===== src/rtl/matrix_load_arbiter_pkg.sv =====
// Shared constants, FSM state type and index-width helper for the matrix load arbiter.
package matrix_pkg;

    localparam int   MAT_W     = 256;
    localparam logic MEM_LATCH = 1'b0;
    localparam logic MEM_LOAD  = 1'b1;

    typedef enum logic {
        ARB_IDLE = 1'b0,
        ARB_LOAD = 1'b1
    } arb_state_t;

    // Index width for a count of items; never narrower than one bit.
    function automatic int clog2(input int value);
        int r;
        r = 0;
        while ((1 << r) < value) r++;
        if (r < 1) r = 1;
        return r;
    endfunction

endpackage


===== src/rtl/matrix_load_arbiter_if.sv =====
// Requester/bank-side bundle of the matrix load arbiter; slave = arbiter, master = requesters and banks.
interface matrix_load_arbiter_if #(
    parameter int NUM_REQ  = 4,
    parameter int NUM_BANK = 4,
    parameter int MAT_W    = matrix_pkg::MAT_W
);
    localparam int BW = matrix_pkg::clog2(NUM_BANK);

    logic [NUM_REQ-1:0]       req_valid;
    logic [NUM_REQ*BW-1:0]    req_bank;
    logic [NUM_REQ*MAT_W-1:0] req_data;
    logic [NUM_REQ-1:0]       req_ready;
    logic [NUM_BANK-1:0]      mem_state;
    logic [MAT_W-1:0]         mem_din;
    logic [NUM_BANK-1:0]      bank_full;
    logic [NUM_BANK-1:0]      bank_release;
    logic                     busy;

    modport slave (
        input  req_valid, req_bank, req_data, bank_release,
        output req_ready, mem_state, mem_din, bank_full, busy
    );

    modport master (
        output req_valid, req_bank, req_data, bank_release,
        input  req_ready, mem_state, mem_din, bank_full, busy
    );

endinterface


===== src/rtl/matrix_load_arbiter_rr_picker.sv =====
// Combinational picker: first set bit of elig at or after ptr, wrapping modulo NUM_REQ.
module rr_picker
    import matrix_pkg::*;
#(
    parameter int NUM_REQ = 4,
    parameter int RW      = clog2(NUM_REQ)
) (
    input  logic [NUM_REQ-1:0] elig,
    input  logic [RW-1:0]      ptr,
    output logic [RW-1:0]      winner,
    output logic               found
);

    logic [RW-1:0] idx;

    always_comb begin
        found  = 1'b0;
        winner = '0;
        idx    = '0;
        for (int k = 0; k < NUM_REQ; k++) begin
            idx = RW'((int'(ptr) + k) % NUM_REQ);
            if (!found && elig[idx]) begin
                found  = 1'b1;
                winner = idx;
            end
        end
    end

endmodule


===== src/rtl/matrix_load_arbiter.sv =====
// Round-robin arbiter sharing NUM_BANK matrix registers among NUM_REQ loaders, with per-bank full tracking.
// Define MATRIX_ARB_FIXED_PRIO_EN for fixed priority (lowest requester index wins).
module matrix_load_arbiter #(
    parameter int NUM_REQ  = 4,
    parameter int NUM_BANK = 4,
    parameter int MAT_W    = matrix_pkg::MAT_W
) (
    input logic                  CLK,
    input logic                  reset,
    matrix_load_arbiter_if.slave bus
);
    import matrix_pkg::*;

    localparam int BW = clog2(NUM_BANK);
    localparam int RW = clog2(NUM_REQ);

    arb_state_t          state, state_nx;
    logic [NUM_REQ-1:0]  ready_q, ready_nx;
    logic [NUM_BANK-1:0] mstate_q, mstate_nx;
    logic [NUM_BANK-1:0] full_q, full_nx;
    logic [MAT_W-1:0]    din_q, din_nx;
    logic [RW-1:0]       cur_q, cur_nx;
    logic [RW-1:0]       win, pick_ptr;
    logic [BW-1:0]       win_bank;
    logic [NUM_REQ-1:0]  elig;
    logic                found;

    // The requester being loaded this cycle is masked so it cannot win twice for one request.
    always_comb begin
        elig = '0;
        for (int i = 0; i < NUM_REQ; i++) begin
            elig[i] = bus.req_valid[i]
                   && !full_q[bus.req_bank[i*BW +: BW]]
                   && !(state == ARB_LOAD && cur_q == RW'(i));
        end
    end

    rr_picker #(.NUM_REQ(NUM_REQ), .RW(RW)) u_picker (
        .elig   (elig),
        .ptr    (pick_ptr),
        .winner (win),
        .found  (found)
    );

    assign win_bank = bus.req_bank[win*BW +: BW];

`ifdef MATRIX_ARB_FIXED_PRIO_EN
    assign pick_ptr = '0;
`else
    logic [RW-1:0] rr_ptr;

    always_ff @(posedge CLK) begin
        if (!reset) begin
            rr_ptr <= '0;
        end else if (found) begin
            rr_ptr <= (win == RW'(NUM_REQ - 1)) ? '0 : win + RW'(1);
        end
    end

    assign pick_ptr = rr_ptr;
`endif

    // NOTE: every output of this block gets a default first, so no path can infer a latch.
    always_comb begin
        state_nx  = state;
        ready_nx  = '0;
        mstate_nx = {NUM_BANK{MEM_LATCH}};
        din_nx    = din_q;
        cur_nx    = cur_q;
        full_nx   = full_q & ~bus.bank_release;

        case (state)
            ARB_IDLE: if (found)  state_nx = ARB_LOAD;
            ARB_LOAD: if (!found) state_nx = ARB_IDLE;
            default:              state_nx = ARB_IDLE;
        endcase

        // A grant's set is applied after the release mask, so set wins on the same bank.
        if (found) begin
            ready_nx[win]       = 1'b1;
            mstate_nx[win_bank] = MEM_LOAD;
            din_nx              = bus.req_data[win*MAT_W +: MAT_W];
            full_nx[win_bank]   = 1'b1;
            cur_nx              = win;
        end
    end

    // NOTE: sequential state uses non-blocking assignments so all registers update from pre-edge values.
    // NOTE: the data register is reset too, because mem_din must read zero after reset.
    always_ff @(posedge CLK) begin
        if (!reset) begin
            state    <= ARB_IDLE;
            ready_q  <= '0;
            mstate_q <= '0;
            din_q    <= '0;
            full_q   <= '0;
            cur_q    <= '0;
        end else begin
            state    <= state_nx;
            ready_q  <= ready_nx;
            mstate_q <= mstate_nx;
            din_q    <= din_nx;
            full_q   <= full_nx;
            cur_q    <= cur_nx;
        end
    end

    assign bus.req_ready = ready_q;
    assign bus.mem_state = mstate_q;
    assign bus.mem_din   = din_q;
    assign bus.bank_full = full_q;
    assign bus.busy      = (state == ARB_LOAD);

endmodule


===== src/flat_wrapper.sv =====
// flat-port wrapper written by rule: the top's interface ports become plain ports
module matrix_load_arbiter_flat import matrix_pkg::*;
#(
    parameter int NUM_REQ  = 4,
    parameter int NUM_BANK = 4,
    parameter int MAT_W    = matrix_pkg::MAT_W
)
  (CLK, reset, bus_req_valid, bus_req_bank, bus_req_data, bus_bank_release, bus_req_ready, bus_mem_state, bus_mem_din, bus_bank_full, bus_busy);
  matrix_load_arbiter_if #(.NUM_REQ(NUM_REQ), .NUM_BANK(NUM_BANK), .MAT_W(MAT_W)) bus_i ();
  input logic CLK;
  input logic reset;
  input wire logic [$bits(bus_i.req_valid)-1:0] bus_req_valid;
  input wire logic [$bits(bus_i.req_bank)-1:0] bus_req_bank;
  input wire logic [$bits(bus_i.req_data)-1:0] bus_req_data;
  input wire logic [$bits(bus_i.bank_release)-1:0] bus_bank_release;
  output wire logic [$bits(bus_i.req_ready)-1:0] bus_req_ready;
  output wire logic [$bits(bus_i.mem_state)-1:0] bus_mem_state;
  output wire logic [$bits(bus_i.mem_din)-1:0] bus_mem_din;
  output wire logic [$bits(bus_i.bank_full)-1:0] bus_bank_full;
  output wire logic [$bits(bus_i.busy)-1:0] bus_busy;
  assign bus_i.req_valid = bus_req_valid;
  assign bus_i.req_bank = bus_req_bank;
  assign bus_i.req_data = bus_req_data;
  assign bus_i.bank_release = bus_bank_release;
  assign bus_req_ready = bus_i.req_ready;
  assign bus_mem_state = bus_i.mem_state;
  assign bus_mem_din = bus_i.mem_din;
  assign bus_bank_full = bus_i.bank_full;
  assign bus_busy = bus_i.busy;
  matrix_load_arbiter #(.NUM_REQ(NUM_REQ), .NUM_BANK(NUM_BANK), .MAT_W(MAT_W)) u_core (.CLK(CLK), .reset(reset), .bus(bus_i));
endmodule

===== config.mk =====
export PLATFORM = sky130hd
export DESIGN_NAME = matrix_load_arbiter_flat
export DESIGN_NICKNAME = d
export VERILOG_FILES = /design/src/rtl/matrix_load_arbiter_pkg.sv /design/src/rtl/matrix_load_arbiter_if.sv /design/src/rtl/matrix_load_arbiter_rr_picker.sv /design/src/rtl/matrix_load_arbiter.sv /design/src/flat_wrapper.sv
export SDC_FILE = /design/constraint.sdc
export NUM_CORES = 1
export LEC_CHECK = 0
export ABC_AREA = 1
export CAP_MARGIN = 10
export CELL_PAD_IN_SITES_DETAIL_PLACEMENT = 0
export CELL_PAD_IN_SITES_GLOBAL_PLACEMENT = 1
export CORE_AREA = 2 2 510 512
export DETAILED_ROUTE_END_ITERATION = 12
export DIE_AREA = 0 0 512 514
export PLACE_DENSITY_LB_ADDON = 0.25
export SYNTH_ARGS = -nofsm -noshare
export SYNTH_HDL_FRONTEND = slang
export SYNTH_SLANG_ARGS = --single-unit

===== constraint.sdc =====
create_clock -name CLK -period 2.6 [get_ports CLK]
set_input_delay 0.26 -clock CLK [delete_from_list [all_inputs] [get_ports CLK]]
set_output_delay 0.26 -clock CLK [all_outputs]
set_load 0.05 [all_outputs]

Word-level counts from Yosys, hierarchy flattened
Index checks and enable logic that the tools add are counted.

Register bits after elaboration: 273. Output and inout port bits: 269. Logic and storage cells: 93.

$add $sub $neg: 4. Order comparisons: 12. Equal/unequal tests: 4. Shift operators: 2. Muxes and demuxes: 31. Bitwise gates (word level): 3. Reductions and logical operators: 30.

Operators with widths (number): indexed part select 1024 x 11 -> 256 bit (1); less-than comparator 2 x 3 -> 1 bit (second input constant) (10); logical AND 1 bit (17); binary-select mux 1 bit (select 2 bit) (8); 2-to-1 mux 1 bit (15); logical NOT 1 bit (11); 2-to-1 mux 2 bit (5); indexed part select 8 x 4 -> 2 bit (1); == test 2 bit (second input constant) (3); adder 2 x 1 -> 2 bit (second input constant) (2); adder 2 bit (second input constant) (2); bitwise AND 4 bit (1); demux 1 bit (select 2 bit) (2); greater-or-equal comparator 2 x 1 -> 1 bit (second input constant) (2); 2-to-1 mux 4 bit (1); NOT 4 bit (1); bitwise OR 4 bit (1); == test 2 x 1 -> 1 bit (second input constant) (1); logical NOT 2 bit (1); AND reduction 2 bit (1).

Longest topological paths before layout
Depth after elaboration: 24. Mapped depth: 22.

Modules after synthesis
Synthesis repeated with hierarchy kept, for this count alone.

Cell total of the unflattened synthesis: 4026. Area total of the unflattened synthesis: 20380.8 µm².

By module, submodules not included: matrix_load_arbiter (times used 1, cells an instance 3967, area each 20061.7 µm²); rr_picker (times used 1, cells an instance 59, area each 319.1 µm²).

Worst setup path after synthesis
Ideal clock, no wire load.

Path kind: reg-to-reg. Start point: register u_core.full_q[1], in the netlist u_core.bus.bank_full[1]. End point: register u_core.rr_ptr[1], in the netlist u_core.pick_ptr[1]. Library setup time: 0.128 ns. Data arrival time: 2.595 ns. Data required time: 2.472 ns. Path slack: -0.123 ns. Stages on the path, launching flop included: 18. Buffers on the path: 2. Period minus slack after synthesis: 2.723 ns. Cell sequence: dfxtp_1 > inv_1 > nand2_1 > nand3_1 > nand3_1 > nand2_1 > nand2_1 > nand2_1 > nand2_2 > nand2_1 > nor3_1 > inv_1 > nand2_2 > buf_2 > buf_2 > ha_1 > o21ai_0 > a21oi_1.

Longest elaborated chain between the ends: 19. Elaborated cells on any way between the ends: 45. Classes of those cells: 1 x add/sub; 1 x eq/ne; 25 x mux; 18 x reduce/logical.

Ends and longest elaborated chain: from (decl) (line matrix_load_arbiter.sv:20) `logic [NUM_BANK-1:0] full_q, full_nx;`; from (signal assigned) (line matrix_load_arbiter.sv:103) `full_q <= full_nx;`; binary-select mux 1 bit (select 2 bit) (line matrix_load_arbiter.sv:33) `&& !full_q[bus.req_bank[i*BW +: BW]]`; 2-to-1 mux 1 bit (not written as such) (line matrix_load_arbiter.sv:33); logical NOT 1 bit (line matrix_load_arbiter.sv:33); logical AND 1 bit (line matrix_load_arbiter.sv:33); logical AND 1 bit (line matrix_load_arbiter.sv:34) `&& !(state == ARB_LOAD && cur_q == RW'(i));`; binary-select mux 1 bit (select 2 bit) (line matrix_load_arbiter_rr_picker.sv:22) `if (!found && elig[idx]) begin`; 2-to-1 mux 1 bit (not written as such) (line matrix_load_arbiter_rr_picker.sv:22); 2-to-1 mux 1 bit (line matrix_load_arbiter_rr_picker.sv:22); (+4 left out); logical AND 1 bit (line matrix_load_arbiter_rr_picker.sv:22); 2-to-1 mux 1 bit (line matrix_load_arbiter_rr_picker.sv:22); logical NOT 1 bit (line matrix_load_arbiter_rr_picker.sv:22); logical AND 1 bit (line matrix_load_arbiter_rr_picker.sv:22); 2-to-1 mux 2 bit (*) (line matrix_load_arbiter_rr_picker.sv:22); net u_core.u_picker.winner[1] (line matrix_load_arbiter_rr_picker.sv:10) `output logic [RW-1:0] winner,`; adder 2 x 1 -> 2 bit / == test 2 bit (equally long branches) (line matrix_load_arbiter.sv:56) `rr_ptr <= (win == RW'(NUM_REQ - 1)) ? '0 : win + RW'(1);`; 2-to-1 mux 2 bit (*) (line matrix_load_arbiter.sv:56); to (signal assigned) (line matrix_load_arbiter.sv:56); to (decl) (line matrix_load_arbiter.sv:50) `logic [RW-1:0] rr_ptr;`.

The timed path passes the listed nets; every way through them passes the cells marked *. The select of a mux whose other input is x is not followed. A chain may end at the register's enable or synchronous reset.

Worst setup path after layout
Start point: register u_core.full_q[0], in the netlist u_core.bus.bank_full[0]. End point: register u_core.din_q[202], in the netlist u_core.bus.mem_din[202].

Longest elaborated chain between the ends: 18. Elaborated cells on any way between the ends: 43. Classes of those cells: 1 x shift; 24 x mux; 18 x reduce/logical.

Ends and longest elaborated chain: binary-select mux 1 bit (select 2 bit) (line matrix_load_arbiter.sv:33); 2-to-1 mux 1 bit (not written as such) (line matrix_load_arbiter.sv:33); logical NOT 1 bit (line matrix_load_arbiter.sv:33); logical AND 1 bit (line matrix_load_arbiter.sv:33); logical AND 1 bit (line matrix_load_arbiter.sv:34); binary-select mux 1 bit (select 2 bit) (line matrix_load_arbiter_rr_picker.sv:22); 2-to-1 mux 1 bit (not written as such) (line matrix_load_arbiter_rr_picker.sv:22); 2-to-1 mux 1 bit (line matrix_load_arbiter_rr_picker.sv:22); (+2 left out); 2-to-1 mux 1 bit (line matrix_load_arbiter_rr_picker.sv:22); logical NOT 1 bit (line matrix_load_arbiter_rr_picker.sv:22); logical AND 1 bit (line matrix_load_arbiter_rr_picker.sv:22); 2-to-1 mux 1 bit (line matrix_load_arbiter_rr_picker.sv:22); logical NOT 1 bit (line matrix_load_arbiter_rr_picker.sv:22); logical AND 1 bit (line matrix_load_arbiter_rr_picker.sv:22); 2-to-1 mux 2 bit (line matrix_load_arbiter_rr_picker.sv:22); indexed part select 1024 x 11 -> 256 bit (line matrix_load_arbiter.sv:82) `din_nx = bus.req_data[win*MAT_W +: MAT_W];`; to (signal assigned) (line matrix_load_arbiter.sv:102) `din_q <= din_nx;`; to (decl) (line matrix_load_arbiter.sv:21) `logic [MAT_W-1:0] din_q, din_nx;`.

Several ways; a longest one is shown, not always the timed one. The select of a mux whose other input is x is not followed.

==> summary.md <==
| Metric | Value |
|---|---|
| FP Rows | between 150 and 200 |
| Yosys cell types | 27 |
| Fraction of layout cells with a size suffix above 1 | 11.7% |
| Final Max Tran Viols | 0 |
| Initial antenna violation count | 99 |
| Failing checks | setup timing |
| RSZ-0062 raised after global routing | yes |
| Psw | 46.4 mW |
| Critical Path Source | u_core.bus.bank_full[0] |
| Flop pwr share | around 8.6% |
| Max Clock Skew | approximately 0.04 ns |
| VDD IR max | 0.755 mV |
| Dpl cells | about 9,000 |
| Reg clk slew, reported paths | about 0.060 ns |
| Max Root-Sink Buffers | 3 |
| # DRC | 0 |
| CP Launch Type | flop |
| RR Startpoint | u_core.bus.bank_full[0] |
| Final Hold Viols | 0 |
| Slowest CP cell | dfxtp_2 |
| Max Clk Rate | approximately 0.36 GHz |
| Layout area overhead | 103% |
| Cell Int Power | about 38 mW |
| Worst slew pin tran | between 0.8 and 0.9 ns |
| Clk Latency, worst-skew pair | 0.67 ns |
| Post-Syn Area | roughly 23,000 µm² |
| Number of CTS-inserted buffers | 48 |
| Fill cells | a little under 30,000 |
| Crit-path max FO | 7 |
| Max Cap Viol | 0 |
| TritonCTS clock tree | built |
| Min-Delay Startpoint | bus_bank_release[1] |
| CP cell instances | clkinvlp_4 -> nand2_1 -> nand3b_1 -> nand4_1 -> nand3_1 -> nand2_2 -> buf_6 -> nand4_1 -> nand2_1 -> nand2_8 -> buf_12 -> clkbuf_16 -> buf_4 -> nand2_1 -> nand3_4 -> nand2_2 -> inv_1 |
| Clock period minus worst slack | around 2.8 ns |
| Syn nets | approximately 5,200 |
| Vias/cell | ~3.5 |
| H-Tree Depth | 2 |
| Worst path max stage delay | 0.35 ns |
| Period utilization | 106% |
| Finish-stage setup viols | roughly 240 |
| Largest net degree at the start of global routing | 76 |
| Outcome | complete, but fails checks |
| Final ANT Viol Nets | 0 |
| Post-synthesis sequential area ratio | 24.2% |
| Setup CP Type | flop to flop |
| Total Power | around 84 mW |
| Net Sw Frac | 55.2% |
| Initial core utilization | approximately 9% |
| Synth warn | 0 |
| Core ar. | between 200,000 and 300,000 µm² |
| HP Class | input pin to flop |
| All-Layer GR Usage | about 15% |
| Sink Count | 273 |
| WL final | around 210 mm |
| Gate Count Post-Synth | roughly 4,200 |
| GRT Residual Overflow | 0 |
| Die height | just over 500 µm |
| Comb pwr share | a little over four fifths |
| Dpl hpwl | between 150 and 200 mm |
| Root Driver | clkbuf_16 |
| Final GP Congestion | 0.857 |
| Slew margin rel. | between 40% and 50% |
| Crit path DAT | about 3.3 ns |
| Clk network pwr share | under 10% |
| Layout Cells excl Fill | between 9,000 and 10,000 |
| Power Density | 1830 nW/µm² |
| DP Worst Slack | -0.845 ns |
| Critical Path RT | roughly 3.1 ns |
| DR iter-0 viols | approximately 1,900 |
| # nets final | about 6,600 |
| Drt wl/cell | ~23 µm |
| Synth Register Bits | 273 |
| Ports | between 1,000 and 1,500 |
| Die area | about 260,000 µm² |
| Most used cell, CP | nand2_1 |
| First-pass GRT wire length | roughly 270 mm |
| LEAKAGE | around 23 nW |
| Crit. End Element | flop |
| Vias in the first global route | about 33,000 |
| Via count | ~32,000 |
| Port Buffers | ~1,300 |
| Die Wd | just over 500 µm |
| Drt pass-1 iters | 5 |
| Syn avg cell area | approximately 5.4 µm² |
| Final Worst Setup Slack | -0.155 ns |
## cells by family (layout without fill, tap and decap cells)
| logic type | count (synthesis) | count (layout) | share of synthesized area [%] |
|---|---|---|---|
| other | 0 | 31 | 0 |
| xor gates and xnor gates | 1 | 1 | 0.0721 |
| adders and majority gates | 4 | 4 | 0.222 |
| and+or+nand+nor | 2000 | 2000 | 39.5 |
| buffers and inverters | 1430 | 2882 | 26.1 |
| DFF | 273 | 273 | 24.2 |
| AOI/OAI and AO/OA | 445 | 445 | 9.91 |
## state kept, by name (all words and copies together) (netlist names)
name	flops
u_core.bus.busy	1
u_core.bus.mem_state	4
u_core.pick_ptr	2
u_core.bus.bank_full	4
u_core.cur_q	2
u_core.bus.mem_din	256
u_core.bus.req_ready	4
## power groups by stage
stage          registers [mW]  clock network (mW)  logic [mW]
6_report                 7.23                6.82        70.0
5_1_grt                  7.44                7.27        76.4
4_1_cts                  7.26                7.26        66.6
3_5_place_dp             7.30                   0        58.7
3_3_place_gp             7.26                   0        58.8
2_1_floorplan            12.5                   0        28.6
## cell usage in the layout, fill, tap and decap left out, types with 3 or more instances in the layout
cell type | Yosys | layout
buf_12 | 0 | 57
buf_8 | 0 | 17
nand4_1 | 229 | 229
buf_4 | 8 | 198
bufinv_16 | 0 | 3
nand2_2 | 6 | 27
o21ai_0 | 230 | 215
nand3_4 | 1 | 26
inv_1 | 1116 | 1109
buf_16 | 0 | 41
o21ai_2 | 0 | 15
nand2_1 | 1127 | 1097
dfxtp_2 | 0 | 7
nor2_1 | 13 | 11
o21ai_1 | 208 | 206
nand3_1 | 617 | 487
clkbuf_16 | 0 | 58
nand3_2 | 2 | 107
clkbuf_8 | 0 | 11
diode_2 | 0 | 31
ha_1 | 4 | 4
nand2_4 | 1 | 8
bufbuf_16 | 0 | 6
buf_6 | 49 | 34
clkinv_2 | 0 | 10
inv_2 | 8 | 13
clkdlybuf4s50_1 | 0 | 1307
dfxtp_1 | 273 | 266
clkbuf_1 | 124 | 10
## worst max-delay path: cells and delay by family (launching register included)
family        cells  cell delay, ns
buf+inv           6            0.82
flops             1            0.35
simple gates     11            1.44
## layout make-up
| class | count | area [µm²] | share of cell area (%) |
|---|---|---|---|
| Tap cell | 3402 | 4260 | 9.28 |
| Timing Repair Buffer | 1671 | 17900 | 39.1 |
| Clock buffer | 69 | 1390 | 3.03 |
| Sequential cell | 273 | 5470 | 11.9 |
| Antenna cell | 31 | 77.6 | 0.169 |
| Multi-Input combinational cell | 2450 | 12300 | 26.8 |
| Inverter | 1124 | 4230 | 9.21 |
| Clock inverter | 18 | 201 | 0.439 |
## synth_stat cells, drive strengths merged
cell / count / area share (%)
nand3b: 2 / 0.066
dfxtp: 273 / 24
ha: 4 / 0.22
inv: 1124 / 19
xor2: 1 / 0.072
nand4: 229 / 6.3
nand2: 1134 / 19
nor3: 1 / 0.022
a21boi: 1 / 0.050
a211oi: 1 / 0.033
a21oi: 4 / 0.089
a31oi: 1 / 0.028
buf: 182 / 5.4
clkbuf: 124 / 2.1
o21ai: 438 / 9.7
nand3: 620 / 14
nor2: 14 / 0.24
## layer usage
metal	wire, µm	track usage [%]	part of all wire [%]	vias up
li1	-	-	-	15600
met5	452	0	0.22	-
met4	5420	4.13	2.6	74
met2	97900	25.3	47	1211
met1	83600	17.3	40	14900
met3	20400	6.22	9.8	242
## worst paths after layout
check,endpoint,slack [ns],cells past startpoint
worst min register to register,u_core.bus.mem_din[163],0.47,2
worst max-delay path,u_core.bus.mem_din[202],-0.16,17
worst min-delay path,u_core.bus.bank_full[1],0.22,4
worst max register to register,u_core.bus.mem_din[202],-0.16,17
## through the flow
step / setup TNS (ns) / area [µm²] / util [%] / hold WS [ns]
final: -14.18 / 45900 / 17.8 / 0.223
after global routing: -48.72 / 45800 / 17.8 / 0.180
after global placement: -203.94 / 41100 / 15.9 / 0.457
after CTS: -14.25 / 44400 / 17.2 / 0.131
after detailed placement: -175.65 / 41100 / 15.9 / 0.461
after floorplan: 0 / 22600 / - / 0.409
## what timing repair did
action	CTS	global route
gates resized for setup	118	248
endpoints found under the setup margin	266	270
hold endpoints to repair	23	0
gates cloned	25	11
hold buffers	1	0
pin swaps	5	93
setup buffers	37	14
Power figures use the tool's default switching activity.
